--- src/rtl/seg_scan_ctrl.sv ---
// rtl/seg_scan_ctrl.sv - multiplexed seven-segment scan controller with snapshot, blanking and leading-zero suppression
module seg_scan_ctrl #(
  parameter int NCH = 8,
  parameter int DW  = 32,
  parameter int DIV = 1
) (
  input  logic                  clk,
  input  logic                  rst,
  input  logic                  en,
  input  logic [NCH*DW-1:0]     data_in,
  input  logic                  freeze,
  input  logic [NCH-1:0]        blank,
  input  logic                  lz_en,
  output logic [8*(DW/4)-1:0]   SEG_OUT,
  output logic [NCH-1:0]        SEG_SEL,
  output logic                  frame_start
);

  localparam int ND = DW / 4;
  localparam int CW = 16;
  localparam int IW = $clog2(NCH);

  logic [CW-1:0]     cnt_q, cnt_d;
  logic              tick;
  logic [NCH-1:0]    sel_q, sel_d;
  logic [8*ND-1:0]   seg_q, seg_d;
  logic              fs_q, fs_d;
  logic [DW-1:0]     snap_q [NCH];

  logic [IW:0]       ones_c;
  logic [IW-1:0]     cur_idx, nxt_idx;
  logic              wrap;
  logic              load;
  logic [DW-1:0]     val_c;
  logic [8*ND-1:0]   seg_c;

  assign SEG_OUT     = seg_q;
  assign SEG_SEL     = sel_q;
  assign frame_start = fs_q;

  // Nibble to segment pattern, segment a in bit 7 down to dp in bit 0.
  function automatic logic [7:0] seg_lut(input logic [3:0] n);
    logic [7:0] p;
    case (n)
      4'h0: p = 8'hFC;
      4'h1: p = 8'h60;
      4'h2: p = 8'hDA;
      4'h3: p = 8'hF2;
      4'h4: p = 8'h66;
      4'h5: p = 8'hB6;
      4'h6: p = 8'hBE;
      4'h7: p = 8'hE0;
      4'h8: p = 8'hFE;
      4'h9: p = 8'hF6;
      4'hA: p = 8'hEE;
      4'hB: p = 8'h3E;
      4'hC: p = 8'h1A;
      4'hD: p = 8'h7A;
      4'hE: p = 8'h9E;
      default: p = 8'h8E;
    endcase
    return p;
  endfunction

  // Prescaler: one scan step every DIV enabled cycles; frozen while en is low.
  always_comb begin
    tick  = en && (cnt_q == CW'(DIV - 1));
    cnt_d = cnt_q;
    if (tick) begin
      cnt_d = '0;
    end else if (en) begin
      cnt_d = cnt_q + CW'(1);
    end
  end

  // Locate the current channel; anything not exactly one-hot restarts the scan at channel 0.
  always_comb begin
    ones_c  = '0;
    cur_idx = '0;
    for (int k = 0; k < NCH; k++) begin
      if (sel_q[k]) begin
        ones_c  = ones_c + (IW+1)'(1);
        cur_idx = IW'(k);
      end
    end
    wrap    = (ones_c != (IW+1)'(1)) || sel_q[NCH-1];
    nxt_idx = wrap ? '0 : cur_idx + IW'(1);
  end

  // Next select, frame pulse and snapshot load decision for this edge.
  always_comb begin
    sel_d = tick ? (NCH'(1) << nxt_idx) : sel_q;
    fs_d  = tick && wrap;
    load  = tick && wrap && !freeze;
  end

  // Pick the value of the channel being selected; bypass the snapshot on the edge it loads.
  always_comb begin
    if (load) begin
      val_c = data_in[(NCH-1)*DW +: DW];
    end else begin
      val_c = snap_q[nxt_idx];
    end
  end

  // Decode all digits, honouring blanking and leading-zero suppression (the last digit always shows).
  always_comb begin
    logic seen;
    logic [3:0] nib;
    seen  = 1'b0;
    nib   = '0;
    seg_c = '0;
    if (!blank[nxt_idx]) begin
      for (int d = ND - 1; d >= 0; d--) begin
        nib = val_c[4*d +: 4];
        if (nib != 4'h0) begin
          seen = 1'b1;
        end
        if (lz_en && !seen && (d != 0)) begin
          seg_c[8*d +: 8] = 8'h00;
        end else begin
          seg_c[8*d +: 8] = seg_lut(nib);
        end
      end
    end
    seg_d = tick ? seg_c : seg_q;
  end

  // Prescaler, select, segment and frame-pulse registers.
  always_ff @(posedge clk or posedge rst) begin
    if (rst) begin
      cnt_q <= '0;
      sel_q <= '0;
      seg_q <= '0;
      fs_q  <= 1'b0;
    end else begin
      cnt_q <= cnt_d;
      sel_q <= sel_d;
      seg_q <= seg_d;
      fs_q  <= fs_d;
    end
  end

  // Frame snapshot, refreshed only on the step that returns to channel 0.
  always_ff @(posedge clk or posedge rst) begin
    if (rst) begin
      for (int k = 0; k < NCH; k++) begin
        snap_q[k] <= '0;
      end
    end else if (load) begin
      for (int k = 0; k < NCH; k++) begin
        snap_q[k] <= data_in[(NCH-1-k)*DW +: DW];
      end
    end
  end

endmodule
--- config.mk ---
export PLATFORM = sky130hd
export DESIGN_NAME = seg_scan_ctrl
export DESIGN_NICKNAME = d
export VERILOG_FILES = /design/src/rtl/seg_scan_ctrl.sv
export SDC_FILE = /design/constraint.sdc
export NUM_CORES = 1
export LEC_CHECK = 0
export CAP_MARGIN = 20
export CELL_PAD_IN_SITES_DETAIL_PLACEMENT = 1
export CELL_PAD_IN_SITES_GLOBAL_PLACEMENT = 2
export CORE_MARGIN = 3
export CORE_UTILIZATION = 34
export CTS_CLUSTER_DIAMETER = 40
export CTS_CLUSTER_SIZE = 30
export DETAILED_ROUTE_END_ITERATION = 6
export GPL_TIMING_DRIVEN = 0
export PLACE_DENSITY_LB_ADDON = 0.05
export SETUP_SLACK_MARGIN = 0.4
export SYNTH_ARGS = -nofsm -noshare
export SYNTH_HDL_FRONTEND = slang
export SYNTH_SLANG_ARGS = --single-unit
--- constraint.sdc ---
create_clock -name clk -period 27.9 [get_ports clk]
set_input_delay 5.58 -clock clk [delete_from_list [all_inputs] [get_ports clk]]
set_output_delay 5.58 -clock clk [all_outputs]
set_load 0.05 [all_outputs]
# ---- Word level (Yosys, flattened, before mapping)
# Memory sizes are Yosys's and may differ from the RTL's.
# Cells that the tools add are included.
dict set report word_totals {
  register_bits 345
  rom_bits 896
  inputBits 269
  output_inout_bits 73
  memories 8
}
# name depth word_bits read_ports rd_ports_with_merged_regs write_ports line
set memory_table {}
lappend memory_table {{(no name shown)} 16 7 1 0 0 44} ;# case (n)
lappend memory_table {{(no name shown)} 16 7 1 0 0 44}
lappend memory_table {{(no name shown)} 16 7 1 0 0 44}
lappend memory_table {{(no name shown)} 16 7 1 0 0 44}
lappend memory_table {{(no name shown)} 16 7 1 0 0 44}
lappend memory_table {{(no name shown)} 16 7 1 0 0 44}
lappend memory_table {{+2 memories} n/a n/a n/a n/a n/a n/a}
dict set report op_classes {
  addsub 9
  order_cmp 2
  eq_ne 1
  n_shift 1
  muxes 46
  bitwise_logic 1
  reduce_logical 28
}
# op n
set op_table {}
lappend op_table {{binary-select mux 32 bit (select 3 bit)} 1}
lappend op_table {{2-to-1 mux 32 bit} 3}
lappend op_table {{2-to-1 mux 64 bit} 1}
lappend op_table {{2-to-1 mux 8 bit} 7}
lappend op_table {{2-to-1 mux 16 bit} 2}
lappend op_table {{adder 4 x 1 -> 4 bit, second input constant} 7}
lappend op_table {{2-to-1 mux 4 bit} 7}
lappend op_table {{nonzero test 4 bit} 7}
lappend op_table {{2-to-1 mux 3 bit} 6}
lappend op_table {{2-to-1 mux 1 bit} 17}
lappend op_table {{adder 16 x 1 -> 16 bit, second input constant} 1}
lappend op_table {{logical NOT 16 bit} 1}
lappend op_table {{logical AND 1 bit} 10}
lappend op_table {{logical NOT 1 bit} 8}
lappend op_table {{left shift 1 x 3 -> 8 bit, first input constant} 1}
lappend op_table {{>= comparator 4 bit, second input constant} 1}
lappend op_table {{less-than comparator 3 x 4 -> 1 bit, second input constant} 1}
lappend op_table {{inequality test 4 x 1 -> 1 bit, second input constant} 1}
lappend op_table {{inverter 3 -> 4 bit} 1}
lappend op_table {{adder 3 x 1 -> 3 bit, second input constant} 1}
lappend op_table {{binary-select mux 1 bit (select 3 bit)} 1}
lappend op_table {{2-to-1 mux 2 bit} 1}
lappend op_table {{nonzero test 2 bit} 1}
lappend op_table {{logical OR 1 bit} 1}

# ---- Depth between registers and ports, before layout
# Gate-level depths: netlist of run 1.
dict set report logic_depth {
  ltp_word 42
  ltp_mapped 33
  ltp_nobuf 29
}

# ---- Least setup slack after synthesis of run 1
# Ideal clock, no wire load.
dict set report synth_timing {
  path_type {input to register}
  startpoint {input en}
  endpoint {register seg_q[14], in the netlist SEG_OUT[14]}
  arrival_ns 8.808
  required_ns 27.778
  path_slack_ns 18.971
  path_stages 17
  path_buffers 4
  path_cell_list {clkbuf_1 nor4b_1 nand4_1 nor2_1 inv_1 nor2_1 clkbuf_1 buf_2 o31ai_1 inv_1 ha_1 and2_1 o221ai_1 nor4_4 nand4bb_1 buf_2 a32o_1}
}
dict set report synth_via {
  elab_chain_cells 23
  elab_cells_between_ends 30
  classes_between {mux: 17; reduce/logical: 12; memory: 1}
}
# item line
set synth_rtl {}
lappend synth_rtl {{from (decl)} 9} ;# input logic en,
lappend synth_rtl {{logical AND 1 bit *} 67} ;# tick = en && (cnt_q == CW'(DIV - 1));
lappend synth_rtl {{logical AND 1 bit (2 in series)} 94} ;# load = tick && wrap && !freeze;
lappend synth_rtl {{2-to-1 mux 32 bit} 99} ;# if (load) begin
lappend synth_rtl {{nonzero test 4 bit} 116} ;# if (nib != 4'h0) begin
lappend synth_rtl {{2-to-1 mux 1 bit} 116}
lappend synth_rtl {{2-to-1 mux 1 bit} 113} ;# if (!blank[nxt_idx]) begin
lappend synth_rtl {{2-to-1 mux 1 bit} 116}
lappend synth_rtl {{2-to-1 mux 1 bit} 113}
lappend synth_rtl {{(+6 left out)} n/a}
lappend synth_rtl {{2-to-1 mux 1 bit} 116}
lappend synth_rtl {{2-to-1 mux 1 bit} 113}
lappend synth_rtl {{2-to-1 mux 1 bit} 116}
lappend synth_rtl {{2-to-1 mux 1 bit} 113}
lappend synth_rtl {{logical NOT 1 bit} 119} ;# if (lz_en && !seen && (d != 0)) begin
lappend synth_rtl {{logical AND 1 bit} 119}
lappend synth_rtl {{2-to-1 mux 8 bit} 119}
lappend synth_rtl {{2-to-1 mux 64 bit} 113}
lappend synth_rtl {{to (signal assigned)} 139} ;# seg_q <= seg_d;
lappend synth_rtl {{to (decl)} 26} ;# logic [8*ND-1:0] seg_q, seg_d;
# Every way passes the cells marked *; elsewhere a longest branch is shown, timed or not. The select of a mux whose other input is x is not followed.
# A chain may end at the register's enable or synchronous reset.

# ---- Final worst setup path of run 1
dict set report layout_timing {
  startpoint {register sel_q[6], in the netlist SEG_SEL[6]}
  endpoint {register seg_q[14], in the netlist SEG_OUT[14]}
}
dict set report layout_via {
  elab_chain_cells 30
  elab_cells_between_ends 44
  classes_between {add/sub: 2; eq/ne: 1; mux: 27; bitwise: 1; reduce/logical: 12; memory: 1}
}
# item line
set layout_rtl {}
lappend layout_rtl {{from (decl)} 25} ;# logic [NCH-1:0] sel_q, sel_d;
lappend layout_rtl {{from (signal assigned)} 138} ;# sel_q <= sel_d;
lappend layout_rtl {{2-to-1 mux 4 bit} 81} ;# if (sel_q[k]) begin
lappend layout_rtl {{adder 4 x 1 -> 4 bit} 82} ;# ones_c = ones_c + (IW+1)'(1);
lappend layout_rtl {{2-to-1 mux 4 bit} 81}
lappend layout_rtl {{inequality test 4 x 1 -> 1 bit} 86} ;# wrap = (ones_c != (IW+1)'(1)) || sel_q[NCH-1];
lappend layout_rtl {{logical OR 1 bit} 86}
lappend layout_rtl {{2-to-1 mux 3 bit} 87} ;# nxt_idx = wrap ? '0 : cur_idx + IW'(1);
lappend layout_rtl {{inverter 3 -> 4 bit (not written as such)} 102} ;# val_c = snap_q[nxt_idx];
lappend layout_rtl {{binary-select mux 32 bit (select 3 bit)} 102}
lappend layout_rtl {{(+14 left out)} n/a}
lappend layout_rtl {{2-to-1 mux 1 bit} 116}
lappend layout_rtl {{2-to-1 mux 1 bit} 113}
lappend layout_rtl {{2-to-1 mux 1 bit} 116}
lappend layout_rtl {{2-to-1 mux 1 bit} 113}
lappend layout_rtl {{logical NOT 1 bit} 119}
lappend layout_rtl {{logical AND 1 bit} 119}
lappend layout_rtl {{2-to-1 mux 8 bit} 119}
lappend layout_rtl {{2-to-1 mux 64 bit *} 113}
# Marked as above.

==> summary.txt, run 1 <==
Synth
  • Post-synth EDFFs: 0
  • Sequential-to-total area share from yosys stat: 47.6%
  • Synthesized area: 0.0177 sq mm
  • Mean Syn Cell Area: 8.60 sq um
  • Post-synthesis mux area share: 6.13%
  • Seq cells post-synth: 337
  • Simple-Gate Fraction of Synth Area: 23.8%
  • Xor and xnor area share after synthesis: 1.34%
  • Adder-cell share of the synthesized area: 3.53%
  • Post-synth top cells: 847 x nand2_1, 337 x dfrtp_1, 100 x clkbuf_1
  • Async SR Flop Fraction: 100%
  • Synth cell types: 78
  • Largest family of logic cells by synthesized area: simple AND/OR/NAND/NOR gates
  • Area leader, netlist: dfrtp_1
  • Count leader, synth: nand2_1
  • Post-synth top flop: dfrtp_1
  • Fraction of the mapped netlist area in compound gates: 13.3%
  • Post-synthesis cell count: 2059
  • Synth area leaders: dfrtp_1 48%, nand2_1 18%, mux2i_1 4.4%
  • Top cell type's share of synthesized area: 47.6%
  • Yosys warns: 0

Worst setup path
  • Worst setup SP type: register
  • Critical path data arrival time: 11.19 ns
  • Worst EP required: 28.38 ns
  • R2R cell count: 25
  • Critical Path Start: SEG_SEL[6]$_DFFE_PP0P_
  • FF-to-FF Start: SEG_SEL[6]$_DFFE_PP0P_
  • Crit-path max FO: 10
  • Critical Path Sink Type: register
  • Crit Path Class: register to register

Drt
  • DRT iter0 DRCs: 1253
  • DRC: 0
  • Vias/cell: 5.34
  • Vias: 17100
  • DR WL/cell: 24.5 um
  • Detailed Routing Iterations Pass 1: 5
  • Post-route ant nets: 0
  • Drt total wl: 78.8 mm

Floorplanning
  • Full die area: 0.0548 sq mm
  • Initial Util: 34.8%
  • Die W: 234 um
  • Row count: 82
  • IO Pins: 342
  • Die height: 234 um
  • Core area: 0.0508 sq mm

STA
  • Fin Setup TNS: 0 ns
  • Max-slew violations: 0
  • Relative slew slack: 22.6%
  • Max Fclk: 93.4 MHz
  • Tcrit/Tclk final: 38.4%
  • Final hold violations: 0
  • Clk_skew: 0.0270 ns
  • RSZ-0062 raised after global routing: no
  • Worst Tran Pin Value: 1.16 ns
  • Final min period: 10.71 ns
  • Number of setup violations in the final report: 0

Clock network
  • CTS buffer count: 73
  • H-tree Lvls: 3
  • CTS resizes: 0
  • Clk pin slew, worst setup/hold paths: 0.05 ns
  • CTS Hold Bufs: 0
  • CTS root buf: clkbuf_16
  • Sink Count: 337
  • Clock Path Buffers: 3
  • CTS tree: done
  • Postcts setup bufs: 0
  • Clock latency at the later pin of the worst-skew pair: 0.61 ns

Final layout
  • Final #Nets: 2799
  • Layout overhead on the synthesized area: 39.5%
  • Layout cells sized above 1: 7.96%

Global route
  • Initial antenna violation count: 3
  • Vias in the first global route: 18200
  • First-pass GRT wire length: 116 mm
  • GR Util All Layers: 28.6%
  • Largest net degree at the start of global routing: 97
  • Grt total ovfl: 0

Worst hold path
  • Hold/Removal Path Class: register to register
  • Hold Path Cell Cnt: 2
  • Hold Path Origin: snap_q[191]$_DFFE_PP0P_

Power and ir drop
  • Design Power: 1.51 mW
  • Leakage dissipation: 11.7 nW
  • Pwr Density: 61.0 mW/mm^2
  • VDD IR max: 0.0443 mV

Placement
  • Gpl congestion: 0.901
  • I/O Buffers: 332
  • Dpl hpwl: 59.6 mm

Job
  • Max-cap check violation count: 0

Outcome
  • Outcome: finished clean
## layout make-up
cell class,count,area (sq um)
buffer,138,581
tap,672,841
clock buffer,92,2050
inverter,43,169
sequential,337,8430
clock inverter,40,612
fill,5894,26100
timing repair buffer,339,3440
multi-input combinational,1548,8550
antenna,3,7.51
## through the flow
step                utilization (%)  std cells  setup slack [ns]  area [sq um]  hold WS, ns
floorplan                         -       2066             12.98         17700        0.437
global placement               43.1       3070              8.13         21900        0.451
detailed placement             43.3       3075             16.87         22000        0.455
CTS                            48.6       3207             17.22         24700        0.465
global route                   48.6       3211             16.78         24700        0.492
finish                         48.6       3212             17.19         24700        0.468
## registers in the layout (all words and copies together) (netlist names)
register,flops
snap_q,256
SEG_OUT,56
cnt_q,16
SEG_SEL,8
frame_start,1
## where the power goes
part	switching (mW)	total [mW]	internal (mW)
Combinational	0.0266	0.0662	0.0397
Clock	0.307	0.942	0.635
Sequential	0.00469	0.498	0.494
Total	0.338	1.51	1.17
## cells by family (layout without fill, tap and decap cells)
| logic type | Yosys count | count (layout) |
|---|---|---|
| xor gates and xnor gates | 24 | 24 |
| other | 1 | 11 |
| buffers and inverters | 181 | 652 |
| DFF | 337 | 337 |
| and+or+nand+nor | 1043 | 1043 |
| muxes | 101 | 101 |
| adders and majority gates | 50 | 50 |
| AOI/OAI and AO/OA | 322 | 322 |
## worst max-delay path, stage by stage, from the launching register on
cell and delay, ns:
dfrtp_1 0.43, clkbuf_1 0.40, inv_1 0.09, a21oi_1 0.22, o31a_1 0.37, clkinv_1 0.58
buf_2 0.49, buf_2 0.31, buf_1 0.47, ha_1 0.52, buf_2 0.34, clkbuf_1 0.90
buf_1 0.88, buf_1 0.68, clkbuf_1 0.81, nand3_1 0.18, o2111ai_1 0.22, o2bb2ai_1 0.13
a31oi_1 0.70, ha_1 0.29, and2_1 0.18, o221ai_1 0.24, nor4_4 0.52, nand4bb_1 0.15
buf_2 0.20, a32o_1 0.27
## final timing paths
check                                           to  slack [ns]
setup / recovery           SEG_OUT[14]$_DFFE_PP0P_       17.19
hold / removal             snap_q[191]$_DFFE_PP0P_        0.47
setup reg to reg           SEG_OUT[14]$_DFFE_PP0P_       17.19
hold reg to reg            snap_q[191]$_DFFE_PP0P_        0.47
max in group asynchronous  snap_q[111]$_DFFE_PP0P_       21.08
min in group asynchronous    cnt_q[12]$_DFFE_PP0P_        5.43
## routing by layer
layer  wire length (um)  GRT usage [%]
met1              34800           38.6
met2              36400           45.9
met3               4450           4.94
met4               3130           11.4
met5                 15              0
## cells in the final DEF, fill, tap and decap left out, drive strengths merged, types with 15 or more instances in the layout
master / instances
inv: 50
a32o: 17
xnor2: 17
clkinv: 15
dfrtp: 337
nand3: 45
o21ai: 66
o211ai: 19
clkdlybuf4s50: 332
mux2: 19
ha: 50
nand2: 848
a22o: 36
a21oi: 42
buf: 44
clkbuf: 193
nor2: 69
mux2i: 78
Power figures use the tool's default switching activity.
==> inputs of run 2 (changes only) <==
--- a/config.mk
+++ b/config.mk
@@ -9,7 +9,7 @@
 export CELL_PAD_IN_SITES_DETAIL_PLACEMENT = 1
 export CELL_PAD_IN_SITES_GLOBAL_PLACEMENT = 2
 export CORE_MARGIN = 3
-export CORE_UTILIZATION = 34
+export CORE_UTILIZATION = 31
 export CTS_CLUSTER_DIAMETER = 40
 export CTS_CLUSTER_SIZE = 30
 export DETAILED_ROUTE_END_ITERATION = 6
==> constraint.sdc (replaced) <==
create_clock -name clk -period 11.1 [get_ports clk]
set_input_delay 2.22 -clock clk [delete_from_list [all_inputs] [get_ports clk]]
set_output_delay 2.22 -clock clk [all_outputs]
set_load 0.05 [all_outputs]
==> run 2 against run 1 <==
Effect of this change: count of clock-buffer cells in the layout down 8; first-iteration DRC count down 2.8%; core utilization down 4.3 points; die area up 9.4%; critical path depth down 1; combinational power rose to 2.6 times the previous value; final area about the same; via count down 0.30%; setup slack worse by 17 ns; critical path type unchanged; critical endpoint is now SEG_OUT[25]$_DFFE_PP0P_; highest routed layer unchanged.
==> summary.txt, run 2 (synthesis gave the netlist of run 1 again) <==
Drt
  • Post-route ant nets: 0 (unchanged)
  • Vias: 17100 (-0.30%)
  • DRT iter0 DRCs: 1218 (-2.8%)
  • Detailed Routing Iterations Pass 1: 5 (unchanged)
  • Drt total wl: 81.3 mm (+3.2%)
  • DR WL/cell: 24.8 um (+0.95%)
  • DRC: 0 (unchanged)
  • Vias/cell: 5.20 (-2.5%)

Floorplanning
  • Full die area: 0.0600 sq mm (+9.4%)
  • Die W: 245 um (+4.6%)
  • IO Pins: 342 (unchanged)
  • Die height: 245 um (+4.6%)
  • Initial Util: 31.8% (-3.1 points)
  • Row count: 86 (+4.9%)
  • Core area: 0.0557 sq mm (+9.8%)

Power and ir drop
  • Comb pwr share: 4.8% (+0.4 points)
  • P_sw: 809 uW (+140%)
  • Leakage dissipation: 11.7 nW (-0.34%)
  • Clock power share: 60.8% (-1.7 points)
  • Seq pwr share: 34.4% (+1.3 points)
  • Total internal power: 2.84 mW (+140%)
  • Sw frac: 22.2% (-0.24 points)
  • VDD IR max: 0.0999 mV (+130%)
  • Pwr Density: 148 mW/mm^2 (+140%)

STA
  • Tcrit/Tclk final: 94.0% (+56 points)
  • Worst Tran Pin Value: 1.11 ns (-0.0499 ns)
  • Final min period: 10.43 ns (-0.278 ns)
  • Max Fclk: 95.9 MHz (+2.7%)
  • Max-slew violations: 0 (unchanged)
  • Fin Setup TNS: 0 ns (unchanged)
  • Number of setup violations in the final report: 0 (unchanged)
  • Relative slew slack: 25.4% (+2.9 points)
  • Final hold violations: 0 (unchanged)
  • RSZ-0062 raised after global routing: no
  • Clk_skew: 0.0183 ns (-0.00870 ns)

Clock network
  • Clock latency at the later pin of the worst-skew pair: 0.59 ns (-0.02 ns)
  • CTS tree: done
  • CTS Hold Bufs: 0 (unchanged)
  • H-tree Lvls: 3 (unchanged)
  • Clk pin slew, worst setup/hold paths: 0.05 ns (about the same)
  • CTS resizes: 1 (+1)
  • Postcts setup bufs: 0 (unchanged)
  • Sink Count: 337 (unchanged)
  • CTS root buf: clkbuf_16
  • CTS buffer count: 70 (-4.1%)
  • Clock Path Buffers: 3 (unchanged)

Placement
  • I/O Buffers: 332 (unchanged)
  • Gpl congestion: 0.866 (-3.8%)
  • Dpl hpwl: 62.6 mm (+5.2%)

Global route
  • First-pass GRT wire length: 119 mm (+3.3%)
  • Grt total ovfl: 0 (unchanged)
  • Initial antenna violation count: 4 (+1)
  • Largest net degree at the start of global routing: 42 (-57%)
  • GR Util All Layers: 27.0% (-1.7 points)
  • Vias in the first global route: 18300 (+0.51%)

Final layout
  • Commonest cells after routing, fill and taps aside: 847 x nand2_1, 337 x dfrtp_1, 332 x clkdlybuf4s50_1
  • Layout overhead on the synthesized area: 39.4% (about the same)
  • Fill count: 6514 (+11%)
  • Layout cells sized above 1: 7.97% (+0.0094 points)
  • Commonest non-fill, non-tap cell in the layout: nand2_1
  • Largest Register: snap_q
  • Max reg flops: 256 (unchanged)
  • Register Area: 0.00843 sq mm (unchanged)
  • Multi-input logic area: 0.00855 sq mm (unchanged)
  • Final #Nets: 2802 (+0.11%)
  • Final Core Density: 44.3% (-4.3 points)

Worst setup path
  • Largest delay share family, worst path: buffers and inverters
  • Worst setup SP type: register
  • CP peak stage delay: 0.84 ns (-0.06 ns)
  • Crit-path max FO: 10 (unchanged)
  • Worst EP required: 11.58 ns (-16.80 ns)
  • Slowest CP cell: buf_1
  • Critical Path Sink Type: register
  • Worst Path Buf+Inv: 11 (-1)
  • CP cell instances: clkbuf_1 > inv_1 > a21oi_1 > o31a_1 > clkinv_1 > buf_2 > buf_2 > buf_1 > ha_1 > buf_2 > clkbuf_2 > buf_1 > buf_1 > clkbuf_1 > nand3_1 > o2111ai_1 > o2bb2ai_1 > a31oi_1 > ha_1 > and2_1 > o221ai_1 > nor4_4 > a31oi_1 > a22o_1
  • Critical path data arrival time: 10.91 ns (-0.28 ns)
  • Crit Path Class: register to register

Job
  • Max-cap check violation count: 0 (unchanged)

Outcome
  • Outcome: finished clean

Worst hold path
  • Hold/Removal Path Class: register to register
-- run 2: cell count changes in the layout (fill, tap and decap cells not counted), sizes merged --
cell | before | now
buf | 44 | 50
bufinv | 12 | 11
clkbuf | 193 | 185
clkinv | 15 | 17
clkinvlp | 6 | 7
diode | 3 | 1
inv | 50 | 47
-- run 2: final cells by class --
class | count | share of cell area [%]
inverters | 43 | 0.669
repair buffers | 345 | 14.3
multi-input cells | 1548 | 34.7
well taps | 748 | 3.79
clock inverters | 39 | 2.18
plain buffers | 138 | 2.36
diodes | 1 | 0.0101
flip-flops and latches | 337 | 34.2
clock buffers | 84 | 7.81
-- run 2: metrics by stage --
stage | setup slack (ns) | hold slack, ns | instance area [sq um] | std cells | power [mW]
4_1_cts | 0.736 | 0.469 | 24700 | 3281 | 3.68
6_report | 0.671 | 0.470 | 24700 | 3283 | 3.65
3_3_place_gp | 0.497 | 0.453 | 22000 | 3146 | 1.44
3_5_place_dp | 0.405 | 0.456 | 22200 | 3158 | 1.45
5_1_grt | 0.406 | 0.491 | 24700 | 3283 | 3.76
2_1_floorplan | 4.38 | 0.437 | 17700 | 2066 | 1.31
-- run 2: path summary, 6_finish.rpt --
kind	from	endpoint	slack, ns	cells after the start
worst min-delay path	snap_q[165]$_DFFE_PP0P_	snap_q[165]$_DFFE_PP0P_	0.47	2
min in group asynchronous	rst	cnt_q[2]$_DFFE_PP0P_	2.00	2
worst max register to register	SEG_SEL[6]$_DFFE_PP0P_	SEG_OUT[25]$_DFFE_PP0P_	0.67	24
worst min register to register	snap_q[165]$_DFFE_PP0P_	snap_q[165]$_DFFE_PP0P_	0.47	2
max in group asynchronous	rst	snap_q[22]$_DFFE_PP0P_	7.68	6
worst max-delay path	SEG_SEL[6]$_DFFE_PP0P_	SEG_OUT[25]$_DFFE_PP0P_	0.67	24
-- run 2: worst register-to-register path: stages (launching register included) --
cell,delay (ns)
dfrtp_1,0.41
clkbuf_1,0.39
inv_1,0.10
a21oi_1,0.21
o31a_1,0.34
clkinv_1,0.61
buf_2,0.51
buf_2,0.31
buf_1,0.49
ha_1,0.54
buf_2,0.37
clkbuf_2,0.53
buf_1,0.84
buf_1,0.76
clkbuf_1,0.77
nand3_1,0.20
o2111ai_1,0.18
o2bb2ai_1,0.11
a31oi_1,0.76
ha_1,0.30
and2_1,0.17
o221ai_1,0.21
nor4_4,0.57
a31oi_1,0.35
a22o_1,0.29
-- run 2: power by group through the flow --
stage | Combinational [mW] | Sequential, mW | Clock (mW)
after global placement | 0.167 | 1.27 | 0
final | 0.175 | 1.25 | 2.22
after CTS | 0.177 | 1.25 | 2.25
after detailed placement | 0.176 | 1.27 | 0
after global routing | 0.187 | 1.25 | 2.32
after floorplan | 0.0446 | 1.27 | 0
-- run 2: routing by layer --
metal / GRT usage, % / up-vias / part of all wire [%]
li1: - / 7824 / -
met1: 35.2 / 8567 / 43
met2: 44.8 / 548 / 47
met3: 5.21 / 141 / 5.9
met4: 9.38 / 6 / 3.6
met5: 0 / - / 0.060
